**src/rtl/uart_frame_sender_pkg.sv**
```systemverilog
// Shared types and constants for the UART word-to-frame sender.
// A frame is SOF, four payload bytes (LSB first) and an XOR checksum
// over the payload bytes only.
package uart_frame_sender_pkg;

   typedef enum logic [1:0] {
      S_IDLE,
      S_LOAD,
      S_SEND,
      S_WAIT
   } state_t;

   localparam int         FRAME_BYTES = 6;
   localparam logic [2:0] SOF_IDX     = 3'd0;
   localparam logic [2:0] CSUM_IDX    = 3'(FRAME_BYTES - 1);
   localparam logic [7:0] DEFAULT_SOF = 8'hA5;

   // Byte at position idx of the frame carrying word; idx 5 is the checksum.
   function automatic logic [7:0] frame_byte(
      input logic [2:0]  idx,
      input logic [31:0] word,
      input logic [7:0]  csum,
      input logic [7:0]  sof
   );
      logic [7:0] b;
      b = csum;
      case (idx)
         SOF_IDX: b = sof;
         3'd1:    b = word[7:0];
         3'd2:    b = word[15:8];
         3'd3:    b = word[23:16];
         3'd4:    b = word[31:24];
         default: b = csum;
      endcase
      return b;
   endfunction

endpackage

```
**src/rtl/sync_fifo.sv**
```systemverilog
// Single-clock FIFO with registered read data.
// A pop presents the head entry on data_o in the following cycle.
// Pushes are refused when full, even if a pop happens in the same cycle.
module sync_fifo #(
   parameter int WIDTH = 32,
   parameter int DEPTH = 8
) (
   input  logic                     clk_i,
   input  logic                     rst_i,
   input  logic                     push_i,
   input  logic [WIDTH-1:0]         data_i,
   input  logic                     pop_i,
   output logic [WIDTH-1:0]         data_o,
   output logic                     full_o,
   output logic                     empty_o,
   output logic [$clog2(DEPTH):0]   count_o
);

   localparam int             AW      = $clog2(DEPTH);
   localparam int             CW      = AW + 1;
   localparam logic [CW-1:0]  DEPTH_C = CW'(DEPTH);

   logic [WIDTH-1:0] mem_q [DEPTH];
   logic [AW-1:0]    wr_ptr_q;
   logic [AW-1:0]    rd_ptr_q;
   logic [CW-1:0]    count_q;
   logic [CW-1:0]    count_d;
   logic [WIDTH-1:0] rd_data_q;
   logic             push_ok;
   logic             pop_ok;

   assign full_o  = (count_q == DEPTH_C);
   assign empty_o = (count_q == '0);
   assign push_ok = push_i && !full_o;
   assign pop_ok  = pop_i && !empty_o;
   assign data_o  = rd_data_q;
   assign count_o = count_q;

   // Occupancy next-state: simultaneous push and pop leaves it unchanged.
   always_comb begin
      // NOTE: every variable assigned here gets a default first so no latch is inferred.
      count_d = count_q;
      case ({push_ok, pop_ok})
         2'b10:   count_d = count_q + 1'b1;
         2'b01:   count_d = count_q - 1'b1;
         default: count_d = count_q;
      endcase
   end

   // Pointers, occupancy and read register; pointers wrap modulo DEPTH.
   always_ff @(posedge clk_i) begin
      // NOTE: non-blocking assignments keep every flop sampling pre-edge values.
      if (rst_i) begin
         wr_ptr_q  <= '0;
         rd_ptr_q  <= '0;
         count_q   <= '0;
         rd_data_q <= '0;
      end else begin
         count_q <= count_d;
         if (push_ok) begin
            wr_ptr_q <= wr_ptr_q + 1'b1;
         end
         if (pop_ok) begin
            rd_ptr_q  <= rd_ptr_q + 1'b1;
            rd_data_q <= mem_q[rd_ptr_q];
         end
      end
   end

   // Storage array write port.
   always_ff @(posedge clk_i) begin
      // NOTE: storage is not reset; pointers and count alone define which entries are valid.
      if (push_ok) begin
         mem_q[wr_ptr_q] <= data_i;
      end
   end

endmodule

```
**src/rtl/uart_frame_sender.sv**
```systemverilog
// Word-to-frame sender driving a byte-level UART transmitter.
// Each queued 32-bit word leaves as SOF, 4 payload bytes LSB first, XOR checksum.
// Optional statistics (frames_sent_o, overflow_o) with UART_FRAME_SENDER_STATS_EN.
module uart_frame_sender
   import uart_frame_sender_pkg::*;
#(
   parameter int         FIFO_DEPTH = 8,
   parameter logic [7:0] SOF_BYTE   = DEFAULT_SOF
) (
   input  logic                          clk_i,
   input  logic                          rst_i,
   input  logic [31:0]                   word_i,
   input  logic                          word_valid_i,
   output logic                          word_ready_o,
   output logic [7:0]                    tx_data_o,
   output logic                          tx_start_o,
   input  logic                          tx_busy_i,
   input  logic                          tx_done_i,
   output logic                          busy_o,
   output logic [$clog2(FIFO_DEPTH):0]   fifo_count_o
`ifdef UART_FRAME_SENDER_STATS_EN
   ,
   output logic [15:0]                   frames_sent_o,
   output logic                          overflow_o
`endif
);

   state_t      state_q;
   state_t      state_d;
   logic [31:0] word_q;
   logic [31:0] word_d;
   logic [7:0]  csum_q;
   logic [7:0]  csum_d;
   logic [2:0]  byte_idx_q;
   logic [2:0]  byte_idx_d;
   logic [7:0]  tx_data_q;
   logic [7:0]  tx_data_d;
   logic [7:0]  next_byte;

   logic        fifo_push;
   logic        fifo_pop;
   logic [31:0] fifo_rd_data;
   logic        fifo_full;
   logic        fifo_empty;

   assign word_ready_o = !fifo_full;
   assign fifo_push    = word_valid_i && word_ready_o;
   assign tx_data_o    = tx_data_q;
   assign busy_o       = (state_q != S_IDLE) || !fifo_empty;

   sync_fifo #(
      .WIDTH (32),
      .DEPTH (FIFO_DEPTH)
   ) u_fifo (
      .clk_i   (clk_i),
      .rst_i   (rst_i),
      .push_i  (fifo_push),
      .data_i  (word_i),
      .pop_i   (fifo_pop),
      .data_o  (fifo_rd_data),
      .full_o  (fifo_full),
      .empty_o (fifo_empty),
      .count_o (fifo_count_o)
   );

   // Frame sequencing: next state, byte staging, checksum and start pulse.
   // The outgoing byte is registered on entry to S_SEND so it is stable
   // when the start pulse fires and holds until the next byte is staged.
   always_comb begin
      state_d    = state_q;
      word_d     = word_q;
      csum_d     = csum_q;
      byte_idx_d = byte_idx_q;
      tx_data_d  = tx_data_q;
      next_byte  = 8'h00;
      fifo_pop   = 1'b0;
      tx_start_o = 1'b0;

      case (state_q)
         S_IDLE: begin
            // Pop now; the registered FIFO read lands during S_LOAD.
            if (!fifo_empty) begin
               fifo_pop = 1'b1;
               state_d  = S_LOAD;
            end
         end

         S_LOAD: begin
            word_d     = fifo_rd_data;
            csum_d     = 8'h00;
            byte_idx_d = SOF_IDX;
            tx_data_d  = SOF_BYTE;
            state_d    = S_SEND;
         end

         S_SEND: begin
            if (!tx_busy_i) begin
               tx_start_o = 1'b1;
               state_d    = S_WAIT;
            end
         end

         S_WAIT: begin
            if (tx_done_i) begin
               if (byte_idx_q == CSUM_IDX) begin
                  state_d = S_IDLE;
               end else begin
                  byte_idx_d = byte_idx_q + 3'd1;
                  next_byte  = frame_byte(byte_idx_d, word_q, csum_q, SOF_BYTE);
                  tx_data_d  = next_byte;
                  // Only payload bytes feed the checksum.
                  if (byte_idx_d != CSUM_IDX) begin
                     csum_d = csum_q ^ next_byte;
                  end
                  state_d = S_SEND;
               end
            end
         end

         default: state_d = S_IDLE;
      endcase
   end

   // Frame state registers with synchronous reset; reset aborts any frame.
   always_ff @(posedge clk_i) begin
      if (rst_i) begin
         state_q    <= S_IDLE;
         word_q     <= '0;
         csum_q     <= '0;
         byte_idx_q <= '0;
         tx_data_q  <= '0;
      end else begin
         state_q    <= state_d;
         word_q     <= word_d;
         csum_q     <= csum_d;
         byte_idx_q <= byte_idx_d;
         tx_data_q  <= tx_data_d;
      end
   end

`ifdef UART_FRAME_SENDER_STATS_EN
   logic [15:0] frames_sent_q;
   logic        overflow_q;
   logic        frame_done;

   assign frame_done    = (state_q == S_WAIT) && tx_done_i && (byte_idx_q == CSUM_IDX);
   assign frames_sent_o = frames_sent_q;
   assign overflow_o    = overflow_q;

   // Completed-frame counter (wraps) and sticky refused-push flag.
   always_ff @(posedge clk_i) begin
      if (rst_i) begin
         frames_sent_q <= '0;
         overflow_q    <= 1'b0;
      end else begin
         if (frame_done) begin
            frames_sent_q <= frames_sent_q + 16'd1;
         end
         if (word_valid_i && !word_ready_o) begin
            overflow_q <= 1'b1;
         end
      end
   end
`endif

endmodule
```
**config.mk**
```make
export PLATFORM = sky130hd
export DESIGN_NAME = uart_frame_sender
export DESIGN_NICKNAME = d
export VERILOG_FILES = /design/src/rtl/uart_frame_sender_pkg.sv /design/src/rtl/sync_fifo.sv /design/src/rtl/uart_frame_sender.sv
export SDC_FILE = /design/constraint.sdc
export NUM_CORES = 1
export LEC_CHECK = 0
export CAP_MARGIN = 20
export CORE_UTILIZATION = 52
export CTS_BUF_LIST = sky130_fd_sc_hd__clkbuf_4 sky130_fd_sc_hd__clkbuf_8
export DETAILED_ROUTE_END_ITERATION = 10
export PLACE_DENSITY = 0.74
export SETUP_SLACK_MARGIN = 0.5
export SYNTH_ARGS = -nofsm -noshare
export SYNTH_HDL_FRONTEND = slang
export SYNTH_SLANG_ARGS = --single-unit
```
**constraint.sdc**
```tcl
create_clock -name clk_i -period 9.6 [get_ports clk_i]
set_input_delay 1.92 -clock clk_i [delete_from_list [all_inputs] [get_ports clk_i]]
set_output_delay 1.92 -clock clk_i [all_outputs]
set_load 0.05 [all_outputs]
```
# Yosys cells after proc, flatten, opt, wreduce, memory -nomap -nowiden
# Memories as Yosys holds them, arrays and structs flattened. A register that Yosys moved wholly into a read port is not among the register bits.
# Cells that the tools add are included.
# W data, S select, Z words.
# totals
register_bits,63
ram_bits,256
in_bits,37
output_inout_bits,15
wordCells,73
memories,1
# mem_list
memory,words,word_bits,rd,rd_ports_with_merged_regs,write_ports,line_no,text
u_fifo.mem_q,8,32,1,1,1,sync_fifo.sv:23,logic [WIDTH-1:0] mem_q [DEPTH];
# classes
addsub,5
n_eq_ne,17
muxes,26
bitwise,1
n_reduce_logical,15
# op_table
cell,count
$mux W8,8
$pmux W8 S5,1
$pmux W8 S2,2
$ne A2 B2 Y1 const B,5
$add A3 B1 Y3 const B,3
$mux W2,4
$pmux W2 S4,1
$pmux W4 S2,1
$xor A8 B8 Y8,1
$eq A2 B2 Y1 const B,3
$eq A3 B2 Y1 const B,2
$eq A3 B3 Y1 const B,2
$mux W1,6
$mux W3,2
$pmux W3 S2,1
$reduce_and A3 Y1,2
$reduce_bool A2 Y1,3
$add A4 B1 Y4 const B,1
$eq A2 B1 Y1 const B,2
$eq A4 B4 Y1 const B,1
$logic_not A4 Y1,1
$reduce_and A4 Y1,1
$sub A4 B1 Y4 const B,1
$eq A3 B1 Y1 const B,1
other kinds (6),9

# Longest topological paths before layout
# logic_depth
word_depth,11
ltp_mapped,11
depth_no_buf,10

# By module
# Synthesis repeated with hierarchy kept, for this count alone.
# hier_totals
cells_unflattened,846
hier_area_um2,13576.8
# by_module_without_submodules
module,instances,cells_per_inst,area_each_um2,seq_area_each_um2
sync_fifo,1,548,11124.4,8528.2
uart_frame_sender,1,298,2452.4,1061.0

# Worst setup path before layout
# No wires, ideal clock.
# synth_path
path_kind,input to register
startpoint,input port word_valid_i
endpoint,"memory u_fifo.mem_q[0][0], enable pin"
setup_time_ns,0.502
arrival_time_ns,5.184
required_ns,9.098
path_slack_ns,3.914
stages,2
path_buffers,0
path_cell_list,nand2_1 -> nor4_1
# synth_via
elab_chain_cells,4
# synth_lines
item,line_no,text
from (decl),uart_frame_sender.sv:13,"input logic word_valid_i,"
$logic_and A1 B1 Y1,uart_frame_sender.sv:47,assign fifo_push = word_valid_i && word_ready_o;
$logic_and A1 B1 Y1,sync_fifo.sv:34,assign push_ok = push_i && !full_o;
$mux W1,sync_fifo.sv:73,if (push_ok) begin
$mux W1 (not written as such),sync_fifo.sv:74,mem_q[wr_ptr_q] <= data_i;
to (decl),sync_fifo.sv:23,
# Every way passes these cells.

# Final worst setup path
# layout_path
startpoint,input port tx_busy_i
endpoint,output port tx_start_o
# layout_via
elab_chain_cells,2
# layout_lines
item,line_no,text
from (decl),uart_frame_sender.sv:17,"input logic tx_busy_i,"
$mux W1,uart_frame_sender.sv:97,if (!tx_busy_i) begin
$mux W1,uart_frame_sender.sv:79,case (state_q)
to (decl),uart_frame_sender.sv:16,"output logic tx_start_o,"
# Every way passes these cells.

==> summary.json <==
{
  "status": "complete, no violations",
  "site_row_count": 58,
  "core_um2": 25400,
  "worst_hold_path_type": "flop to flop",
  "timing.setup.critical_path_class": "input pin to primary output",
  "total_negative_setup_slack_ps": 0,
  "first_pass_grt_wire_length_um": 38900,
  "final_min_period_over_clock_period": 0.544,
  "cp_data_arrival_time_ps": 3300,
  "type_of_element_capturing_the_critical_path": "primary output",
  "worst_slack_at_placement_ps": 4370,
  "place_area_um2": 14400,
  "htree_num_levels": 2,
  "grt_pass1_vias": 7370,
  "slew_violations": 0,
  "postRouteAntennaNets": 0,
  "reg2reg_to": "u_fifo.count_o[2]",
  "ys_seq_area_frac": 0.706,
  "antenna_violations_before_repair": 0,
  "critical_path.startpoint_type": "input pin",
  "track_usage": 0.193,
  "gr-total-overflow": 0,
  "hold_violations": 0,
  "utilization": 0.608,
  "synth_top_flop_cell": "sky130_fd_sc_hd__edfxtp_1",
  "route.detailed.wl_per_inst_um": 19.0,
  "clockBufferDepth": 3,
  "power.leakage_nw": 4.94,
  "design.die.area_um2": 26800,
  "ioPinCount": 52,
  "max_transition_margin": 0.289,
  "max_cap_violations": 0,
  "cts_resized": 0,
  "yosys-top-cells-area": "sky130_fd_sc_hd__edfxtp_1 (57%), sky130_fd_sc_hd__dfxtp_1 (14%), sky130_fd_sc_hd__mux4_2 (11%)",
  "yosys_warning_total": 0,
  "diodes": 0,
  "path_cells": "clkdlybuf4s50_1 > nor3_1 > clkdlybuf4s50_1",
  "synthCells": 848,
  "cts_post_setup_buffers_inserted": 0,
  "synth_top_area_share": 0.566,
  "critical_path.reg2reg.startpoint": "u_fifo.count_o[1]",
  "chipHeight_um": 164,
  "nNetsFinal": 965,
  "cts_sinks": 351,
  "crit_path_max_delay_cell_type": "sky130_fd_sc_hd__clkdlybuf4s50_1",
  "dp_hpwl_um": 13400,
  "clock_latency_ps": 590,
  "gp_congestion": 0.765,
  "clock_slew_at_the_register_clock_pins_of_the_worst_setup_and_hold_paths_ps": 60,
  "area_delta_synth_final_pct": 13.6,
  "worst_hold_slack_ps": 453,
  "port-buffer-count": 51,
  "cts_tree": "done",
  "worst_path_most_repeated_cell": "sky130_fd_sc_hd__clkdlybuf4s50_1",
  "route.vias.total": 7310,
  "rsz0062_at_grt": "false",
  "final.min_clock_period_ps": 5220,
  "vias_per_cell": 5.65,
  "drt_iter0_drc": 648,
  "required_ps": 7680,
  "most_area_hungry_cell_type_in_the_yosys_netlist": "sky130_fd_sc_hd__edfxtp_1",
  "firstDrtPassIters": 7,
  "async_flop_share": 0,
  "crit_fanout": 2,
  "crit_path_max_incr_delay_ps": 830,
  "worstHoldStart": "u_fifo.data_o[15]",
  "synth-edff-count": 256,
  "timing.final.setup_violations": 0,
  "synth_fp_nets": 895,
  "grt_start_max_net_pins": 88,
  "irDropWorstVdd_mv": 0.449,
  "hold_buffers": 0,
  "routed_wirelength_um": 24600,
  "clk_root_buf": "sky130_fd_sc_hd__clkbuf_8",
  "drt_drc_violations_left": 0,
  "drive_gt1_frac": 0.187,
  "layout_setup_ws_ps": 4380,
  "ff2ff_setup_slack_ps": 6870,
  "tritoncts.num_buffers": 55,
  "syn-cell-area_um2": 13600,
  "flip_flop_and_latch_count_after_synthesis": 351,
  "post_synth_num_cell_types": 44,
  "skew_ps": 23.2,
  "worstRegToRegCells": 10,
  "start_util": 0.535,
  "instance_count_along_the_most_critical_hold_path": 2,
  "worst_pin_slew_ps": 1060,
  "fp.dieW_um": 164,
  "fmax_mhz": 192,
  "hold-path-endpoint": "word_q[15]",
  "avgSynthCellArea_um2": 16.0,
  "stdcell_area_um2": 15400,
  "power-per-cell-area_nw_per_um2": 255
}
-- kinds of logic after synthesis --
| logic type | count (synthesis) | synth area share |
|---|---|---|
| flops | 351 | 0.706 |
| buf+inv | 63 | 0.0249 |
| fa+ha+maj | 10 | 0.00921 |
| compound gates | 121 | 0.0581 |
| mux | 103 | 0.135 |
| xor+xnor | 10 | 0.00700 |
| simple gates | 190 | 0.0601 |
-- registers in the layout, indices dropped and copies added, names as in the netlist --
register and flops:
u_fifo.rd_ptr_q 3, tx_data_o 8, csum_q 8, u_fifo.wr_ptr_q 3
u_fifo.count_o 4, u_fifo.data_o 32, u_fifo.mem_q 256, byte_idx_q 3
state_q 2, word_q 32
-- report_power, final --
part | switching, mW | internal, mW | leakage, nW
logic | 0.511 | 0.358 | 1.28
registers | 0.101 | 1.77 | 3.10
clock network | 0.551 | 0.642 | 0.558
total | 1.16 | 2.78 | 4.94
-- synthesized netlist by cell type, types with 10 or more instances --
master	instances
sky130_fd_sc_hd__ha_1	10
sky130_fd_sc_hd__mux2i_1	39
sky130_fd_sc_hd__dfxtp_1	95
sky130_fd_sc_hd__o21ai_0	16
sky130_fd_sc_hd__a21oi_1	48
sky130_fd_sc_hd__nand2_1	89
sky130_fd_sc_hd__nor2_1	60
sky130_fd_sc_hd__clkbuf_1	22
sky130_fd_sc_hd__mux4_2	64
sky130_fd_sc_hd__edfxtp_1	256
sky130_fd_sc_hd__inv_1	11
sky130_fd_sc_hd__a211oi_1	32
sky130_fd_sc_hd__nand3_1	10
sky130_fd_sc_hd__buf_2	16
-- through the flow --
step	instances	power, mW
floorplan	848	2.57
global placement	1191	2.77
detailed placement	1191	2.79
CTS	1293	3.98
global route	1293	4.14
finish	1293	3.94
-- critical path: cells and delay by family --
| kind | cells | cell delay (ps) |
|---|---|---|
| buf+inv | 2 | 1250 |
| simple gates | 1 | 130 |
-- final cells by class --
class	instances	area (um2)
Clock buffer	67	853
Sequential cell	351	9600
Timing Repair Buffer	65	611
Clock inverter	35	209
Inverter	11	41.3
Tap cell	330	413
Multi-Input combinational cell	434	3720
Fill cell	1868	9960
-- metal layers --
metal,track usage,part of all wire
met1,0.258,0.43
met2,0.320,0.50
met3,0.0325,0.050
met4,0.0694,0.022
met5,0,0
-- worst max path at each step --
stage	cells after the start	from	end
2_1_floorplan	2	word_valid_i	u_fifo.mem_q[0][0]
4_1_cts	3	tx_busy_i	tx_start_o
5_1_grt	3	tx_busy_i	tx_start_o
3_3_place_gp	3	tx_busy_i	tx_start_o
3_5_place_dp	3	tx_busy_i	tx_start_o
6_report	3	tx_busy_i	tx_start_o
-- cells in the final DEF (no fill, tap or decap), types with 3 or more instances in the layout --
master                            synthesis  layout
sky130_fd_sc_hd__clkinv_1                 0      24
sky130_fd_sc_hd__o211a_1                  4       4
sky130_fd_sc_hd__a222oi_1                 8       8
sky130_fd_sc_hd__edfxtp_1               256     256
sky130_fd_sc_hd__nor2_1                  60      57
sky130_fd_sc_hd__nor4_1                   5       4
sky130_fd_sc_hd__nand2_1                 89      89
sky130_fd_sc_hd__o21a_1                   5       5
sky130_fd_sc_hd__clkbuf_8                 4      56
sky130_fd_sc_hd__o21ai_0                 16      16
sky130_fd_sc_hd__nor3_1                   8       4
sky130_fd_sc_hd__xnor2_1                  3       3
sky130_fd_sc_hd__inv_1                   11      11
sky130_fd_sc_hd__nor2_4                   0       3
sky130_fd_sc_hd__a211oi_1                32      32
sky130_fd_sc_hd__clkdlybuf4s50_1          0      50
sky130_fd_sc_hd__nand3_1                 10      10
sky130_fd_sc_hd__nor3_2                   1       4
sky130_fd_sc_hd__clkinv_2                 0       6
sky130_fd_sc_hd__buf_4                    7      14
sky130_fd_sc_hd__mux2i_1                 39      39
sky130_fd_sc_hd__xor2_1                   6       6
sky130_fd_sc_hd__mux4_2                  64      64
sky130_fd_sc_hd__nand2b_1                 3       3
sky130_fd_sc_hd__ha_1                    10      10
sky130_fd_sc_hd__dfxtp_1                 95      92
sky130_fd_sc_hd__clkbuf_4                 0      11
sky130_fd_sc_hd__a21oi_1                 48      48
Note: power is estimated with default switching activity, not from simulation.
